**src/rtl/adc_scheduler.sv**
```systemverilog
// adc_scheduler: shares one ADC driver between a periodic and a software requester.
// Define ADC_TIMEOUT_EN to bound the wait for conv_done (result 16'hFFFF on expiry).
module adc_scheduler #(
  parameter int PERIOD_W = 16,
  parameter int TIMEOUT  = 255
) (
  input  logic                clk,
  input  logic                nrst,
  input  logic [PERIOD_W-1:0] period,
  input  logic                sw_req,
  output logic                sw_ack,
  output logic [15:0]         sw_data,
  output logic                per_valid,
  output logic [15:0]         per_data,
  output logic                conv_start,
  input  logic                conv_done,
  input  logic [15:0]         conv_data,
  output logic                busy,
  output logic                overrun
);

  typedef enum logic [1:0] {
    IDLE,
    START,
    WAIT
  } state_t;

  state_t state, state_nx;

  logic [PERIOD_W-1:0] cnt;
  logic [PERIOD_W-1:0] period_q;
  logic per_pend;
  logic last_sw;
  logic tick;
  logic sw_pend;
  logic grant;
  logic grant_sw;
  logic grant_per;
  logic finish;
  logic tmo;
  logic [15:0] result;

  assign tick = (period != '0)
             && (period == period_q)
             && (cnt == period - PERIOD_W'(1));

  // sw_req seen alongside its own ack is the old request
  assign sw_pend   = sw_req & ~sw_ack;
  assign grant     = (state == IDLE) & (per_pend | sw_pend);
  assign grant_sw  = sw_pend & (~per_pend | ~last_sw);
  assign grant_per = grant & ~grant_sw;

  always_ff @(posedge clk or negedge nrst) begin
    if (!nrst) begin
      cnt      <= '0;
      period_q <= '0;
    end else begin
      period_q <= period;
      if (period != period_q || period == '0 || tick)
        cnt <= '0;
      else
        cnt <= cnt + PERIOD_W'(1);
    end
  end

`ifdef ADC_TIMEOUT_EN
  localparam int TW = $clog2(TIMEOUT + 1);
  logic [TW-1:0] wcnt;

  assign tmo = (state == WAIT)
            && (wcnt == TW'(TIMEOUT - 1));

  always_ff @(posedge clk or negedge nrst) begin
    if (!nrst)
      wcnt <= '0;
    else if (state == WAIT && !conv_done)
      wcnt <= wcnt + TW'(1);
    else
      wcnt <= '0;
  end
`else
  localparam int unused_timeout = TIMEOUT;
  assign tmo = 1'b0;
`endif

  always_comb begin
    state_nx = state;
    finish   = 1'b0;
    result   = conv_data;
    unique case (state)
      IDLE:  if (grant) state_nx = START;
      START: state_nx = WAIT;
      WAIT: begin
        if (conv_done) begin
          state_nx = IDLE;
          finish   = 1'b1;
        end else if (tmo) begin
          state_nx = IDLE;
          finish   = 1'b1;
          result   = 16'hFFFF;
        end
      end
      default: state_nx = IDLE;
    endcase
  end

  // last_sw doubles as the owner of the conversion in flight
  always_ff @(posedge clk or negedge nrst) begin
    if (!nrst) begin
      state     <= IDLE;
      per_pend  <= 1'b0;
      last_sw   <= 1'b0;
      overrun   <= 1'b0;
      sw_ack    <= 1'b0;
      per_valid <= 1'b0;
      sw_data   <= '0;
      per_data  <= '0;
    end else begin
      state     <= state_nx;
      sw_ack    <= finish & last_sw;
      per_valid <= finish & ~last_sw;
      if (finish && last_sw)
        sw_data <= result;
      if (finish && !last_sw)
        per_data <= result;
      if (grant)
        last_sw <= grant_sw;
      per_pend <= tick | (per_pend & ~grant_per);
      if (tick && per_pend && !grant_per)
        overrun <= 1'b1;
    end
  end

  assign conv_start = (state == START);
  assign busy       = (state != IDLE);

endmodule

```
**config.mk**
```make
export PLATFORM = sky130hd
export DESIGN_NAME = adc_scheduler
export DESIGN_NICKNAME = d
export VERILOG_FILES = /design/src/rtl/adc_scheduler.sv
export SDC_FILE = /design/constraint.sdc
export NUM_CORES = 1
export LEC_CHECK = 0
export ABC_CLOCK_PERIOD_IN_PS = 3680
export BUFFER_PORTS_ARGS = -buffer_cell sky130_fd_sc_hd__buf_2
export CORE_UTILIZATION = 25
export DETAILED_ROUTE_END_ITERATION = 12
export PLACE_DENSITY_LB_ADDON = 0.08
export SETUP_SLACK_MARGIN = 0.1
export SYNTH_ARGS = -nofsm -noshare
export SYNTH_HDL_FRONTEND = slang
export SYNTH_SLANG_ARGS = --single-unit
export TNS_END_PERCENT = 100
```
**constraint.sdc**
```tcl
create_clock -name clk -period 3.68 [get_ports clk]
set_clock_uncertainty 0.05 [all_clocks]
set_input_delay 0.368 -clock clk [delete_from_list [all_inputs] [get_ports clk]]
set_output_delay 0.368 -clock clk [all_outputs]
set_load 0.01 [all_outputs]
```
Word-level counts from Yosys, hierarchy flattened --
Cells that the tools add are included.
Operators by class: add/subtract/negate cells 2, multipliers 0, div/mod/pow operators 0, order comparisons 0, equality and inequality tests 7, shifts and indexed selects 0, mux-type cells 6, bitwise operators 15, reductions and logical operators 15
Operators with widths (number):
- $eq A16 B16 Y1 | 2
- $add A16 B1 Y16 const B | 1
- $logic_not A16 Y1 | 1
- $mux W16 | 1
- $ne A16 B16 Y1 | 1
- $reduce_bool A16 Y1 | 1
- $sub A16 B1 Y16 const B | 1
- $and A1 B1 Y1 | 7
- $logic_and A1 B1 Y1 | 6
- $pmux W2 S3 | 1
- $not A1 Y1 | 5
- $mux W2 | 2
- $ne A2 B2 Y1 const B | 2
- $or A1 B1 Y1 | 3
- $eq A2 B1 Y1 const B | 1
- $eq A2 B2 Y1 const B | 1
- $logic_not A1 Y1 | 2
- $logic_not A2 Y1 | 1
- $logic_or A1 B1 Y1 | 2
- $mux W1 | 2
- $reduce_and A2 Y1 | 1
- $reduce_bool A2 Y1 | 1
Storage, ports and cells: flip-flop bits (word level) 71, bits in latches 0, bits in writable memories 0, bits in read-only memories 0, bits of input ports 36, output and inout bits 37, memories kept 0

Longest topological paths before layout --
Gate-level depths: netlist (run 1).
depth after elaboration 8, depth in mapped cells 11, gate-level depth less buffers 8

Worst setup path before layout (run 1) --
No wires, ideal clock.
path kind input -> register, start point input port period[0], end point register overrun, library setup time 0.092 ns, data arrival time 2.616 ns, path slack 0.922 ns, stages 10, path buffers 2, path through buf_6 > inv_1 > ha_1 > buf_1 > nor3b_1 > a41oi_1 > a2111oi_0 > nand4_1 > or4_4 > o31ai_2
Between the ends: word-level cells in the longest chain between the ends 5, elaborated cells between the ends (all ways) 8
RTL lines:
- from (decl) | line 9 | input logic [PERIOD_W-1:0] period,
- $sub A16 B1 Y16 (tied with other cells) | line 45 | && (cnt == period - PERIOD_W'(1));
- $eq A16 B16 Y1 or $logic_and A1 B1 Y1 (tied branches) | line 45, 44
- $logic_and A1 B1 Y1 * | line 45
- $logic_and A1 B1 Y1 * (2 in a row) | line 129 | if (tick && per_pend && !grant_per)
- to (signal assigned) | line 113 | overrun <= 1'b0;
- to (signal assigned) | line 130 | overrun <= 1'b1;
- to (decl) | line 19 | output logic overrun
Every way passes the cells marked *; elsewhere a longest branch is shown, timed or not. A chain may end at the register's enable or synchronous reset.

Worst setup path in the final report (run 1) --
Ends and elaborated chain as after synthesis.

==> run_summary.xml, run 1 <==
<?xml version="1.0" encoding="UTF-8"?>
<metrics>
  <group name="clocking">
    <metric name="cts-buffers-inserted" unit="">9</metric>
    <metric name="clk_path_buf_depth" unit="">2</metric>
    <metric name="cts_htree_levels" unit="">3</metric>
    <metric name="cts.clk_slew.worst_paths" unit="ns">0.06</metric>
    <metric name="clk-insertion-delay-late" unit="ns">0.33</metric>
    <metric name="cts_stage_hold_buffer_count" unit="">0</metric>
    <metric name="cts.repair_timing.setup_buffer_count" unit="">0</metric>
    <metric name="cts_resized" unit="">0</metric>
    <metric name="cts_tree" unit="">built</metric>
    <metric name="cts.sink_count" unit="">71</metric>
    <metric name="clock_tree.root_cell" unit="">sky130_fd_sc_hd__clkbuf_16</metric>
  </group>
  <group name="global_route">
    <metric name="globalRoute.totalOverflow" unit="">0</metric>
    <metric name="grt_use_total" unit="">0.1289</metric>
    <metric name="pin_count_of_the_biggest_net_entering_global_routing" unit="">72</metric>
    <metric name="wire_length_of_the_first_global_routing_pass" unit="um">14210</metric>
    <metric name="first_global_vias" unit="">2660</metric>
    <metric name="initial_antenna_violation_count" unit="">0</metric>
  </group>
  <group name="drt">
    <metric name="vias_per_cell" unit="">4.532</metric>
    <metric name="wire_per_inst" unit="um">14.56</metric>
    <metric name="drc_errors" unit="">0</metric>
    <metric name="num_vias" unit="">2656</metric>
    <metric name="detailroute.wirelength.met3" unit="um">336</metric>
    <metric name="drt_first_iter_violations" unit="">102</metric>
    <metric name="first_pass_iters" unit="">4</metric>
    <metric name="detail_route.wirelength.met1" unit="um">4220</metric>
    <metric name="wl" unit="um">8531</metric>
    <metric name="final_antenna_net_count" unit="">0</metric>
    <metric name="total_met2_wirelength_after_detailed_routing" unit="um">3888</metric>
    <metric name="highest-signal-layer" unit="">met4</metric>
  </group>
  <group name="sta">
    <metric name="final_max_slew_viol_count" unit="">0</metric>
    <metric name="final_min_period_over_clock_period" unit="">0.8013</metric>
    <metric name="worst_pin_slew" unit="ns">0.9420</metric>
    <metric name="finalHoldViolations" unit="">0</metric>
    <metric name="rsz_0062_raised_after_global_routing" unit="">no</metric>
    <metric name="timing.final.ws_setup" unit="ns">0.7312</metric>
    <metric name="period_needed" unit="ns">2.949</metric>
    <metric name="max_slew_margin" unit="">0.3720</metric>
    <metric name="max_freq" unit="MHz">339.1</metric>
    <metric name="setup-tns-final" unit="ns">0</metric>
    <metric name="setup_viol" unit="">0</metric>
  </group>
  <group name="critical_path">
    <metric name="cp_data_arrival_time" unit="ns">3.14</metric>
    <metric name="critical_path_required" unit="ns">3.87</metric>
    <metric name="setup.worst_path.end_class" unit="">register</metric>
    <metric name="crit_fanout" unit="">11</metric>
    <metric name="critical_path_class" unit="">in -&gt; reg</metric>
    <metric name="cp_startpoint_kind" unit="">input pin</metric>
  </group>
  <group name="floorplanning">
    <metric name="area_of_the_core" unit="um^2">13400</metric>
    <metric name="starting_density_of_the_core" unit="">0.2589</metric>
    <metric name="placementRows" unit="">42</metric>
    <metric name="floorplan.io_pins" unit="">73</metric>
    <metric name="floorplan.die_area" unit="um^2">14350</metric>
    <metric name="chipHeight" unit="um">119.8</metric>
    <metric name="chipWidth" unit="um">119.8</metric>
  </group>
  <group name="synth">
    <metric name="synthesis.instances" unit="">333</metric>
    <metric name="synth_async_reset_ratio" unit="">1.000</metric>
    <metric name="synth_flop_cell" unit="">sky130_fd_sc_hd__dfrtp_1</metric>
    <metric name="synth_enable_flop_cells" unit="">0</metric>
    <metric name="yosys.area.top_type" unit="">sky130_fd_sc_hd__dfrtp_1</metric>
    <metric name="synth-seq-area-share" unit="">0.5121</metric>
    <metric name="synth.avg_cell_area" unit="um^2">10.42</metric>
    <metric name="synth_largest_type_area_fraction" unit="">0.5121</metric>
    <metric name="synthesis.nets" unit="">372</metric>
    <metric name="post_synth_main_area_contributors" unit="">sky130_fd_sc_hd__dfrtp_1 (51%), sky130_fd_sc_hd__xnor2_1 (10%), sky130_fd_sc_hd__nand2_1 (6.4%), sky130_fd_sc_hd__mux2_2 (5.2%), sky130_fd_sc_hd__nor3_1 (3.5%)</metric>
    <metric name="yosys_warnings" unit="">0</metric>
    <metric name="yosys.cell_types.count" unit="">48</metric>
    <metric name="synth-seq-cells" unit="">71</metric>
    <metric name="mappedNetlistArea" unit="um^2">3470</metric>
  </group>
  <group name="finish">
    <metric name="design.final.nets" unit="">444</metric>
    <metric name="insertedDiodeCount" unit="">0</metric>
    <metric name="final.fill_count" unit="">1397</metric>
    <metric name="postLayoutCoreUtil" unit="">0.3206</metric>
    <metric name="area_delta_synth_final" unit="%">23.84</metric>
    <metric name="final_layout_size_suffix_gt1_frac" unit="">0.2854</metric>
    <metric name="layout.cells.most_common_list" unit="">sky130_fd_sc_hd__dfrtp_1 (71), sky130_fd_sc_hd__buf_2 (71), sky130_fd_sc_hd__nand2_1 (59), sky130_fd_sc_hd__xnor2_1 (41), sky130_fd_sc_hd__nor3_1 (24)</metric>
  </group>
  <group name="pwr">
    <metric name="power.switching" unit="mW">0.6918</metric>
    <metric name="power.sequential.fraction" unit="">0.426</metric>
    <metric name="power.leakage" unit="nW">1.936</metric>
    <metric name="cellInternalPower" unit="mW">1.596</metric>
    <metric name="p_per_area" unit="nW/um^2">532.4</metric>
    <metric name="totalPowerFinal" unit="mW">2.288</metric>
    <metric name="switching_share" unit="">0.3024</metric>
    <metric name="power_frac_clock" unit="">0.360</metric>
    <metric name="max-vdd-ir-drop" unit="uV">256.6</metric>
    <metric name="comb_power_share" unit="">0.214</metric>
  </group>
  <group name="place">
    <metric name="placement.setup.worst_slack" unit="ns">0.2990</metric>
    <metric name="post-dp-hpwl" unit="um">6166</metric>
    <metric name="buffer_ports.inserted" unit="">72</metric>
    <metric name="place_congestion" unit="">0.8314</metric>
  </group>
  <group name="job">
    <metric name="maxCapViolCount" unit="">0</metric>
  </group>
  <group name="outcome">
    <metric name="outcome" unit="">complete, no violations</metric>
  </group>
  <group name="worst_hold_path">
    <metric name="hold_class" unit="">in -&gt; async</metric>
  </group>
</metrics>
stage by stage:
stage               area [um^2]  hold slack (ns)  std cells
floorplan                  3470          0.02241        333
CTS                        4297           0.1555        586
global route               4297           0.1637        586
global placement           4013           0.4032        570
finish                     4297           0.1374        586
detailed placement         4013           0.4081        570
power groups by stage:
stage | combinational [mW] | sequential [mW] | clock [mW]
after detailed placement | 0.504 | 0.990 | 0
final | 0.490 | 0.975 | 0.823
after global placement | 0.499 | 0.989 | 0
after CTS | 0.505 | 0.977 | 0.854
after floorplan | 0.209 | 1.05 | 0
after global routing | 0.553 | 0.993 | 0.883
cell type report:
type | instances | area [um^2] | area share
clock inverter | 6 | 45.04 | 0.01048
multi-input combinational | 239 | 1589 | 0.3698
timing repair buffer | 77 | 400.4 | 0.09319
tap | 176 | 220.2 | 0.05125
clock buffer | 10 | 239.0 | 0.05562
inverter | 7 | 26.28 | 0.006115
sequential | 71 | 1777 | 0.4135
cell usage after synthesis, types with 4 or more instances:
library cell	number
sky130_fd_sc_hd__o21ai_0	5
sky130_fd_sc_hd__nor4_1	4
sky130_fd_sc_hd__dfrtp_1	71
sky130_fd_sc_hd__nor2b_1	8
sky130_fd_sc_hd__nor3_1	24
sky130_fd_sc_hd__nand2_1	59
sky130_fd_sc_hd__mux2_2	16
sky130_fd_sc_hd__xnor2_1	41
sky130_fd_sc_hd__nand4_1	10
sky130_fd_sc_hd__xor2_1	11
sky130_fd_sc_hd__nor2_1	13
sky130_fd_sc_hd__clkbuf_1	11
sky130_fd_sc_hd__nand3_1	6
sky130_fd_sc_hd__inv_1	6
worst max-delay path, stage by stage:
cell                        delay, ns
sky130_fd_sc_hd__buf_2           0.16
sky130_fd_sc_hd__inv_1           0.10
sky130_fd_sc_hd__ha_1            0.35
sky130_fd_sc_hd__nor3b_1         0.49
sky130_fd_sc_hd__a41oi_1         0.18
sky130_fd_sc_hd__a2111oi_0       0.53
sky130_fd_sc_hd__nand4_1         0.27
sky130_fd_sc_hd__or4_4           0.48
sky130_fd_sc_hd__o31ai_2         0.21
kinds of logic (layout without fill, tap and decap cells):
logic type,count (synthesis),in the layout,share of synthesized area
and+or+nand+nor,143,143,0.2088
muxes,16,16,0.05193
xor gates and xnor gates,52,52,0.1313
buffers and inverters,23,100,0.02993
AOI/OAI and AO/OA,25,25,0.05517
adders and majority gates,3,3,0.01082
DFF,71,71,0.5121
worst paths after layout:
| path | from | end | slack, ns | cells after the start |
|---|---|---|---|---|
| setup / recovery | period[0] | overrun$_DFFE_PN0P_ | 0.73 | 9 |
| min in group clk | period[14] | period_q[14]$_DFF_PN0_ | 0.17 | 1 |
| hold reg to reg | sw_data[2]$_DFFE_PN0P_ | sw_data[2]$_DFFE_PN0P_ | 0.42 | 2 |
| hold / removal | nrst | cnt[11]$_DFF_PN0_ | 0.14 | 1 |
| max in group asynchronous | nrst | last_sw$_DFFE_PN0P_ | 2.84 | 1 |
| setup reg to reg | cnt[5]$_DFF_PN0_ | overrun$_DFFE_PN0P_ | 1.25 | 6 |
flip-flops by register name, indices dropped and copies added, names as in the netlist:
signal,count
per_valid,1
per_data,16
last_sw,1
sw_data,16
sw_ack,1
state,2
period_q,16
per_pend,1
overrun,1
cnt,16
routing by layer:
| layer | global-route usage | up-vias |
|---|---|---|
| met3 | 0.02709 | 6 |
| li1 | - | 1284 |
| met5 | 0 | - |
| met2 | 0.1962 | 49 |
| met1 | 0.1794 | 1317 |
| met4 | 0.04688 | 0 |
No activity file was read; power rests on OpenSTA's default activity.
==> inputs of run 2 (changes only) <==
- ABC_CLOCK_PERIOD_IN_PS: 3680 -> 3100
- clock period: 3.68 -> 3.1 ns (I/O delays scaled with it)
==> run 2 against run 1 <==
Cell count rose by 0.34%. Largest cell class unchanged. Die area unchanged. Register-to-register slack got worse by 0.60 ns. Hold slack got worse by 0.088 ns. Global-route usage grew 0.64 points. Clock-buffer cell count fell by 1. Core utilization grew 0.44 points. First-iteration DRC count rose by 0.98%. Routed wire length is 2.5% higher. Flip-flop and latch count did not move.
==> run_summary.xml, run 2 (synthesis gave the netlist of run 1 again) <==
<?xml version="1.0" encoding="UTF-8"?>
<metrics>
  <group name="outcome">
    <metric name="outcome" unit="">complete, no violations</metric>
  </group>
  <group name="finish">
    <metric name="design.final.nets" unit="">446</metric>
    <metric name="final_layout_size_suffix_gt1_frac" unit="">0.2888</metric>
    <metric name="layout.cells.most_common_list" unit="">sky130_fd_sc_hd__dfrtp_1 (71), sky130_fd_sc_hd__buf_2 (71), sky130_fd_sc_hd__nand2_1 (59), sky130_fd_sc_hd__xnor2_1 (41), sky130_fd_sc_hd__nor3_1 (24)</metric>
    <metric name="area_delta_synth_final" unit="%">25.53</metric>
    <metric name="final.fill_count" unit="">1408</metric>
    <metric name="final_cells" unit="">588</metric>
    <metric name="postLayoutCoreUtil" unit="">0.3250</metric>
    <metric name="insertedDiodeCount" unit="">0</metric>
  </group>
  <group name="sta">
    <metric name="worst_pin_slew" unit="ns">0.9324</metric>
    <metric name="setup_viol" unit="">0</metric>
    <metric name="finalHoldViolations" unit="">0</metric>
    <metric name="finalHoldWorstSlack" unit="ns">0.04937</metric>
    <metric name="max_slew_margin" unit="">0.3784</metric>
    <metric name="timing.final.ws_setup" unit="ns">0.3601</metric>
    <metric name="final_max_slew_viol_count" unit="">0</metric>
    <metric name="max_freq" unit="MHz">365.0</metric>
    <metric name="final_min_period_over_clock_period" unit="">0.8838</metric>
    <metric name="period_needed" unit="ns">2.740</metric>
    <metric name="rsz_0062_raised_after_global_routing" unit="">no</metric>
    <metric name="setup-tns-final" unit="ns">0</metric>
  </group>
  <group name="drt">
    <metric name="first_pass_iters" unit="">4</metric>
    <metric name="drt_first_iter_violations" unit="">103</metric>
    <metric name="num_vias" unit="">2622</metric>
    <metric name="detailroute.wirelength.met3" unit="um">327</metric>
    <metric name="highest-signal-layer" unit="">met4</metric>
    <metric name="drc_errors" unit="">0</metric>
    <metric name="vias_per_cell" unit="">4.459</metric>
    <metric name="total_met2_wirelength_after_detailed_routing" unit="um">3996</metric>
    <metric name="detail_route.wirelength.met1" unit="um">4207</metric>
    <metric name="wl" unit="um">8748</metric>
    <metric name="final_antenna_net_count" unit="">0</metric>
    <metric name="wire_per_inst" unit="um">14.88</metric>
  </group>
  <group name="clocking">
    <metric name="cts.repair_timing.setup_buffer_count" unit="">0</metric>
    <metric name="cts_resized" unit="">0</metric>
    <metric name="cts_stage_hold_buffer_count" unit="">0</metric>
    <metric name="cts_tree" unit="">built</metric>
    <metric name="cts.sink_count" unit="">71</metric>
    <metric name="clk-insertion-delay-late" unit="ns">0.34</metric>
    <metric name="clock_tree.root_cell" unit="">sky130_fd_sc_hd__clkbuf_16</metric>
    <metric name="cts-buffers-inserted" unit="">9</metric>
    <metric name="clk_path_buf_depth" unit="">2</metric>
    <metric name="cts.clk_slew.worst_paths" unit="ns">0.06</metric>
    <metric name="cts_htree_levels" unit="">3</metric>
  </group>
  <group name="critical_path">
    <metric name="cp_startpoint_kind" unit="">input pin</metric>
    <metric name="setup.worst_path.end_class" unit="">register</metric>
    <metric name="critical_path_required" unit="ns">3.30</metric>
    <metric name="worst_r2r_path_depth" unit="">6</metric>
    <metric name="crit_fanout" unit="">11</metric>
    <metric name="reg2reg_slack" unit="ns">0.65</metric>
    <metric name="critical_path.cell_chain" unit="">buf_2, inv_1, ha_1, nor3b_1, a41oi_1, a2111oi_0, nand4_1, or4_4, o31ai_2</metric>
    <metric name="critPathCapture" unit="">overrun$_DFFE_PN0P_</metric>
    <metric name="timing.critical_path.slowest_stage_cell" unit="">sky130_fd_sc_hd__a2111oi_0</metric>
    <metric name="startpoint" unit="">period[1]</metric>
    <metric name="critical_path_class" unit="">in -&gt; reg</metric>
    <metric name="cp_data_arrival_time" unit="ns">2.94</metric>
    <metric name="worst_path_largest_cell_delay" unit="ns">0.53</metric>
    <metric name="wp_buf_inv" unit="">2</metric>
    <metric name="regToRegStartpoint" unit="">cnt[5]$_DFF_PN0_</metric>
    <metric name="critical_path.reg2reg.endpoint" unit="">overrun$_DFFE_PN0P_</metric>
    <metric name="critPathTopFamily" unit="">simple AND/OR/NAND/NOR gates</metric>
    <metric name="cp.depth" unit="">9</metric>
  </group>
  <group name="global_route">
    <metric name="pin_count_of_the_biggest_net_entering_global_routing" unit="">72</metric>
    <metric name="globalRoute.totalOverflow" unit="">0</metric>
    <metric name="initial_antenna_violation_count" unit="">0</metric>
    <metric name="grt_use_total" unit="">0.1353</metric>
    <metric name="wire_length_of_the_first_global_routing_pass" unit="um">14510</metric>
    <metric name="first_global_vias" unit="">2652</metric>
  </group>
  <group name="job">
    <metric name="maxCapViolCount" unit="">0</metric>
  </group>
  <group name="floorplanning">
    <metric name="floorplan.io_pins" unit="">73</metric>
    <metric name="floorplan.die_area" unit="um^2">14350</metric>
    <metric name="chipWidth" unit="um">119.8</metric>
    <metric name="chipHeight" unit="um">119.8</metric>
    <metric name="starting_density_of_the_core" unit="">0.2589</metric>
    <metric name="area_of_the_core" unit="um^2">13400</metric>
    <metric name="placementRows" unit="">42</metric>
  </group>
  <group name="pwr">
    <metric name="max-vdd-ir-drop" unit="uV">238.0</metric>
    <metric name="p_per_area" unit="nW/um^2">661.6</metric>
    <metric name="power.leakage" unit="nW">1.972</metric>
  </group>
  <group name="place">
    <metric name="place_congestion" unit="">0.8235</metric>
    <metric name="placement.setup.worst_slack" unit="ns">0.03857</metric>
    <metric name="post-dp-hpwl" unit="um">6275</metric>
    <metric name="buffer_ports.inserted" unit="">72</metric>
    <metric name="place_inst" unit="">572</metric>
  </group>
  <group name="worst_hold_path">
    <metric name="hold_class" unit="">in -&gt; async</metric>
  </group>
</metrics>
run 2: metal layers:
layer / global-route usage / vias up
met5: 0 / -
met4: 0.07734 / 0
met3: 0.02757 / 13
met2: 0.1983 / 43
met1: 0.1842 / 1272
li1: - / 1294
run 2: worst reg2reg max path: stages, from the launching register on:
cell                        delay (ns)
sky130_fd_sc_hd__dfrtp_1          0.52
sky130_fd_sc_hd__or3_1            0.17
sky130_fd_sc_hd__a41oi_1          0.10
sky130_fd_sc_hd__a2111oi_0        0.53
sky130_fd_sc_hd__nand4_1          0.28
sky130_fd_sc_hd__or4_4            0.48
sky130_fd_sc_hd__o31ai_2          0.22
run 2: through the flow:
step | total power, mW | cell area, um^2
5_1_grt | 3.062 | 4355
3_5_place_dp | 1.774 | 4028
6_report | 2.881 | 4355
3_3_place_gp | 1.771 | 4028
2_1_floorplan | 1.493 | 3470
4_1_cts | 2.946 | 4355
run 2: report_power, final:
part	internal [mW]	switching, mW
Clock	0.712	0.430
Combinational	0.244	0.336
Sequential	1.09	0.0727
Total	2.04	0.839
run 2: cell type report:
cell class / count / area, um^2 / share of cell area
clock inverters: 7 / 102.6 / 0.02356
clock buffers: 9 / 225.2 / 0.05171
inverters: 7 / 26.28 / 0.006033
well taps: 176 / 220.2 / 0.05056
flip-flops and latches: 71 / 1777 / 0.4079
repair buffers: 79 / 415.4 / 0.09537
multi-input cells: 239 / 1589 / 0.3648
run 2: worst min path at each step:
stage | end | slack [ns] | cells past startpoint | start
floorplan | cnt[0]$_DFF_PN0_ | -0.04 | 0 | nrst
global placement | sw_data[10]$_DFFE_PN0P_ | 0.41 | 2 | sw_data[10]$_DFFE_PN0P_
detailed placement | sw_data[0]$_DFFE_PN0P_ | 0.41 | 2 | sw_data[0]$_DFFE_PN0P_
CTS | period_q[15]$_DFF_PN0_ | 0.08 | 1 | period[15]
global route | period_q[15]$_DFF_PN0_ | 0.09 | 1 | period[15]
finish | cnt[14]$_DFF_PN0_ | 0.05 | 1 | nrst
==> inputs of run 3 (changes only) <==
- CORE_UTILIZATION: 25 -> 27
==> run 3 against run 2 <==
Clock-buffer cell count grew 2. Sequential share of layout area up 0.41 points. Via count grew 0.38%. Setup slack improved by 0.10 ns. Die area decreased by 7.3%. Highest routed layer unchanged. Largest cell class unchanged.
==> run_summary.xml, run 3 (synthesis gave the netlist of run 1 again) <==
<?xml version="1.0" encoding="UTF-8"?>
<metrics>
  <group name="floorplanning">
    <metric name="chipHeight" unit="um">115.4</metric>
    <metric name="floorplan.io_pins" unit="">73</metric>
    <metric name="placementRows" unit="">41</metric>
    <metric name="starting_density_of_the_core" unit="">0.2761</metric>
    <metric name="area_of_the_core" unit="um^2">12570</metric>
    <metric name="chipWidth" unit="um">115.4</metric>
    <metric name="floorplan.die_area" unit="um^2">13310</metric>
  </group>
  <group name="critical_path">
    <metric name="critical_path.reg2reg.endpoint" unit="">overrun$_DFFE_PN0P_</metric>
    <metric name="regToRegStartpoint" unit="">cnt[5]$_DFF_PN0_</metric>
    <metric name="cp_data_arrival_time" unit="ns">2.83</metric>
    <metric name="startpoint" unit="">period[0]</metric>
    <metric name="reg2reg_slack" unit="ns">0.76</metric>
    <metric name="cp_startpoint_kind" unit="">input pin</metric>
    <metric name="critical_path_class" unit="">in -&gt; reg</metric>
    <metric name="critical_path_required" unit="ns">3.29</metric>
    <metric name="worst_r2r_path_depth" unit="">6</metric>
    <metric name="setup.worst_path.end_class" unit="">register</metric>
    <metric name="crit_fanout" unit="">11</metric>
  </group>
  <group name="drt">
    <metric name="final_antenna_net_count" unit="">0</metric>
    <metric name="wire_per_inst" unit="um">14.51</metric>
    <metric name="wl" unit="um">8504</metric>
    <metric name="vias_per_cell" unit="">4.491</metric>
    <metric name="drt_first_iter_violations" unit="">117</metric>
    <metric name="drc_errors" unit="">0</metric>
    <metric name="first_pass_iters" unit="">4</metric>
    <metric name="num_vias" unit="">2632</metric>
  </group>
  <group name="clocking">
    <metric name="cts_htree_levels" unit="">3</metric>
    <metric name="clk-insertion-delay-late" unit="ns">0.33</metric>
    <metric name="cts_tree" unit="">built</metric>
    <metric name="cts.repair_timing.setup_buffer_count" unit="">0</metric>
    <metric name="cts_stage_hold_buffer_count" unit="">0</metric>
    <metric name="cts.sink_count" unit="">71</metric>
    <metric name="cts-buffers-inserted" unit="">9</metric>
    <metric name="cts.clk_slew.worst_paths" unit="ns">0.05</metric>
    <metric name="cts_resized" unit="">0</metric>
    <metric name="clk_path_buf_depth" unit="">2</metric>
    <metric name="clock_tree.root_cell" unit="">sky130_fd_sc_hd__clkbuf_16</metric>
  </group>
  <group name="finish">
    <metric name="final_common_cell" unit="">sky130_fd_sc_hd__buf_2</metric>
    <metric name="design.final.nets" unit="">448</metric>
    <metric name="area_delta_synth_final" unit="%">24.27</metric>
    <metric name="post_route_cell_area" unit="um^2">4312</metric>
    <metric name="layout.cells.most_common_list" unit="">sky130_fd_sc_hd__buf_2 (72), sky130_fd_sc_hd__dfrtp_1 (71), sky130_fd_sc_hd__nand2_1 (59), sky130_fd_sc_hd__xnor2_1 (41), sky130_fd_sc_hd__nor3_1 (24)</metric>
    <metric name="insertedDiodeCount" unit="">0</metric>
    <metric name="final_layout_size_suffix_gt1_frac" unit="">0.2899</metric>
    <metric name="postLayoutCoreUtil" unit="">0.3431</metric>
    <metric name="final_cells" unit="">586</metric>
  </group>
  <group name="place">
    <metric name="place_congestion" unit="">0.8135</metric>
    <metric name="place_area" unit="um^2">4035</metric>
    <metric name="buffer_ports.inserted" unit="">72</metric>
    <metric name="post-dp-hpwl" unit="um">6164</metric>
    <metric name="placement.setup.worst_slack" unit="ns">0.06528</metric>
    <metric name="place_inst" unit="">570</metric>
  </group>
  <group name="pwr">
    <metric name="totalPowerFinal" unit="mW">2.698</metric>
    <metric name="p_per_area" unit="nW/um^2">625.8</metric>
    <metric name="power.leakage" unit="nW">1.956</metric>
    <metric name="max-vdd-ir-drop" unit="uV">203.1</metric>
  </group>
  <group name="global_route">
    <metric name="grt_use_total" unit="">0.1355</metric>
    <metric name="globalRoute.totalOverflow" unit="">0</metric>
    <metric name="wire_length_of_the_first_global_routing_pass" unit="um">13480</metric>
    <metric name="first_global_vias" unit="">2477</metric>
    <metric name="initial_antenna_violation_count" unit="">0</metric>
    <metric name="pin_count_of_the_biggest_net_entering_global_routing" unit="">35</metric>
  </group>
  <group name="sta">
    <metric name="setup_viol" unit="">0</metric>
    <metric name="final_max_slew_viol_count" unit="">0</metric>
    <metric name="worst_pin_slew" unit="ns">0.7919</metric>
    <metric name="setup-tns-final" unit="ns">0</metric>
    <metric name="period_needed" unit="ns">2.640</metric>
    <metric name="max_freq" unit="MHz">378.8</metric>
    <metric name="max_slew_margin" unit="">0.4721</metric>
    <metric name="rsz_0062_raised_after_global_routing" unit="">no</metric>
    <metric name="finalHoldViolations" unit="">0</metric>
    <metric name="timing.final.ws_setup" unit="ns">0.4599</metric>
    <metric name="finalHoldWorstSlack" unit="ns">0.009724</metric>
    <metric name="final_min_period_over_clock_period" unit="">0.8517</metric>
  </group>
  <group name="outcome">
    <metric name="outcome" unit="">complete, no violations</metric>
  </group>
  <group name="job">
    <metric name="maxCapViolCount" unit="">0</metric>
  </group>
  <group name="worst_hold_path">
    <metric name="hold_class" unit="">in -&gt; async</metric>
  </group>
</metrics>
-- run 3: cell types whose count changed in the layout (fill, tap and decap cells not counted), sizes merged --
| cell | change |
|---|---|
| clkbuf | +2 |
| clkinvlp | +1 |
| clkinv | +1 |
| buf | +2 |
| bufinv | -2 |
| inv | -2 |
-- run 3: how the worst max path moves through the flow --
stage | to | slack [ns] | depth (start not counted)
after floorplan | overrun$_DFFE_PN0P_ | 0.40 | 10
after global placement | overrun$_DFFE_PN0P_ | 0.29 | 9
after detailed placement | overrun$_DFFE_PN0P_ | 0.07 | 9
after CTS | overrun$_DFFE_PN0P_ | 0.41 | 9
after global routing | overrun$_DFFE_PN0P_ | 0.15 | 9
final | overrun$_DFFE_PN0P_ | 0.46 | 9
-- run 3: cell type report --
| cell class | count | area, um^2 |
|---|---|---|
| tap | 172 | 215.2 |
| inverter | 7 | 26.28 |
| fill | 1290 | 8257 |
| timing repair buffer | 81 | 427.9 |
| sequential | 71 | 1777 |
| multi-input combinational | 239 | 1589 |
| clock inverter | 5 | 33.78 |
| clock buffer | 11 | 242.7 |
-- run 3: worst max-delay path: stages --
cell and delay, ns:
sky130_fd_sc_hd__buf_2 0.16, sky130_fd_sc_hd__inv_1 0.09, sky130_fd_sc_hd__ha_1 0.36, sky130_fd_sc_hd__nor3b_1 0.32, sky130_fd_sc_hd__a41oi_1 0.15, sky130_fd_sc_hd__a2111oi_0 0.47, sky130_fd_sc_hd__nand4_1 0.25, sky130_fd_sc_hd__or4_4 0.49
sky130_fd_sc_hd__o31ai_2 0.22
-- run 3: power breakdown --
group / switching, mW / internal [mW] / total (mW) / leakage (nW)
Clock: 0.398 / 0.562 / 0.960 / 0.132
Combinational: 0.335 / 0.245 / 0.579 / 0.917
Sequential: 0.0732 / 1.09 / 1.16 / 0.908
Total: 0.806 / 1.89 / 2.70 / 1.96
-- run 3: routing by layer --
| metal | vias to the layer above | GRT usage | wire length (um) | share of wire |
|---|---|---|---|---|
| li1 | 1290 | - | - | - |
| met5 | - | 0 | 0 | 0 |
| met4 | 0 | 0.06753 | 159 | 0.019 |
| met3 | 11 | 0.02688 | 239 | 0.028 |
| met1 | 1291 | 0.1854 | 4183 | 0.49 |
| met2 | 40 | 0.2032 | 3921 | 0.46 |
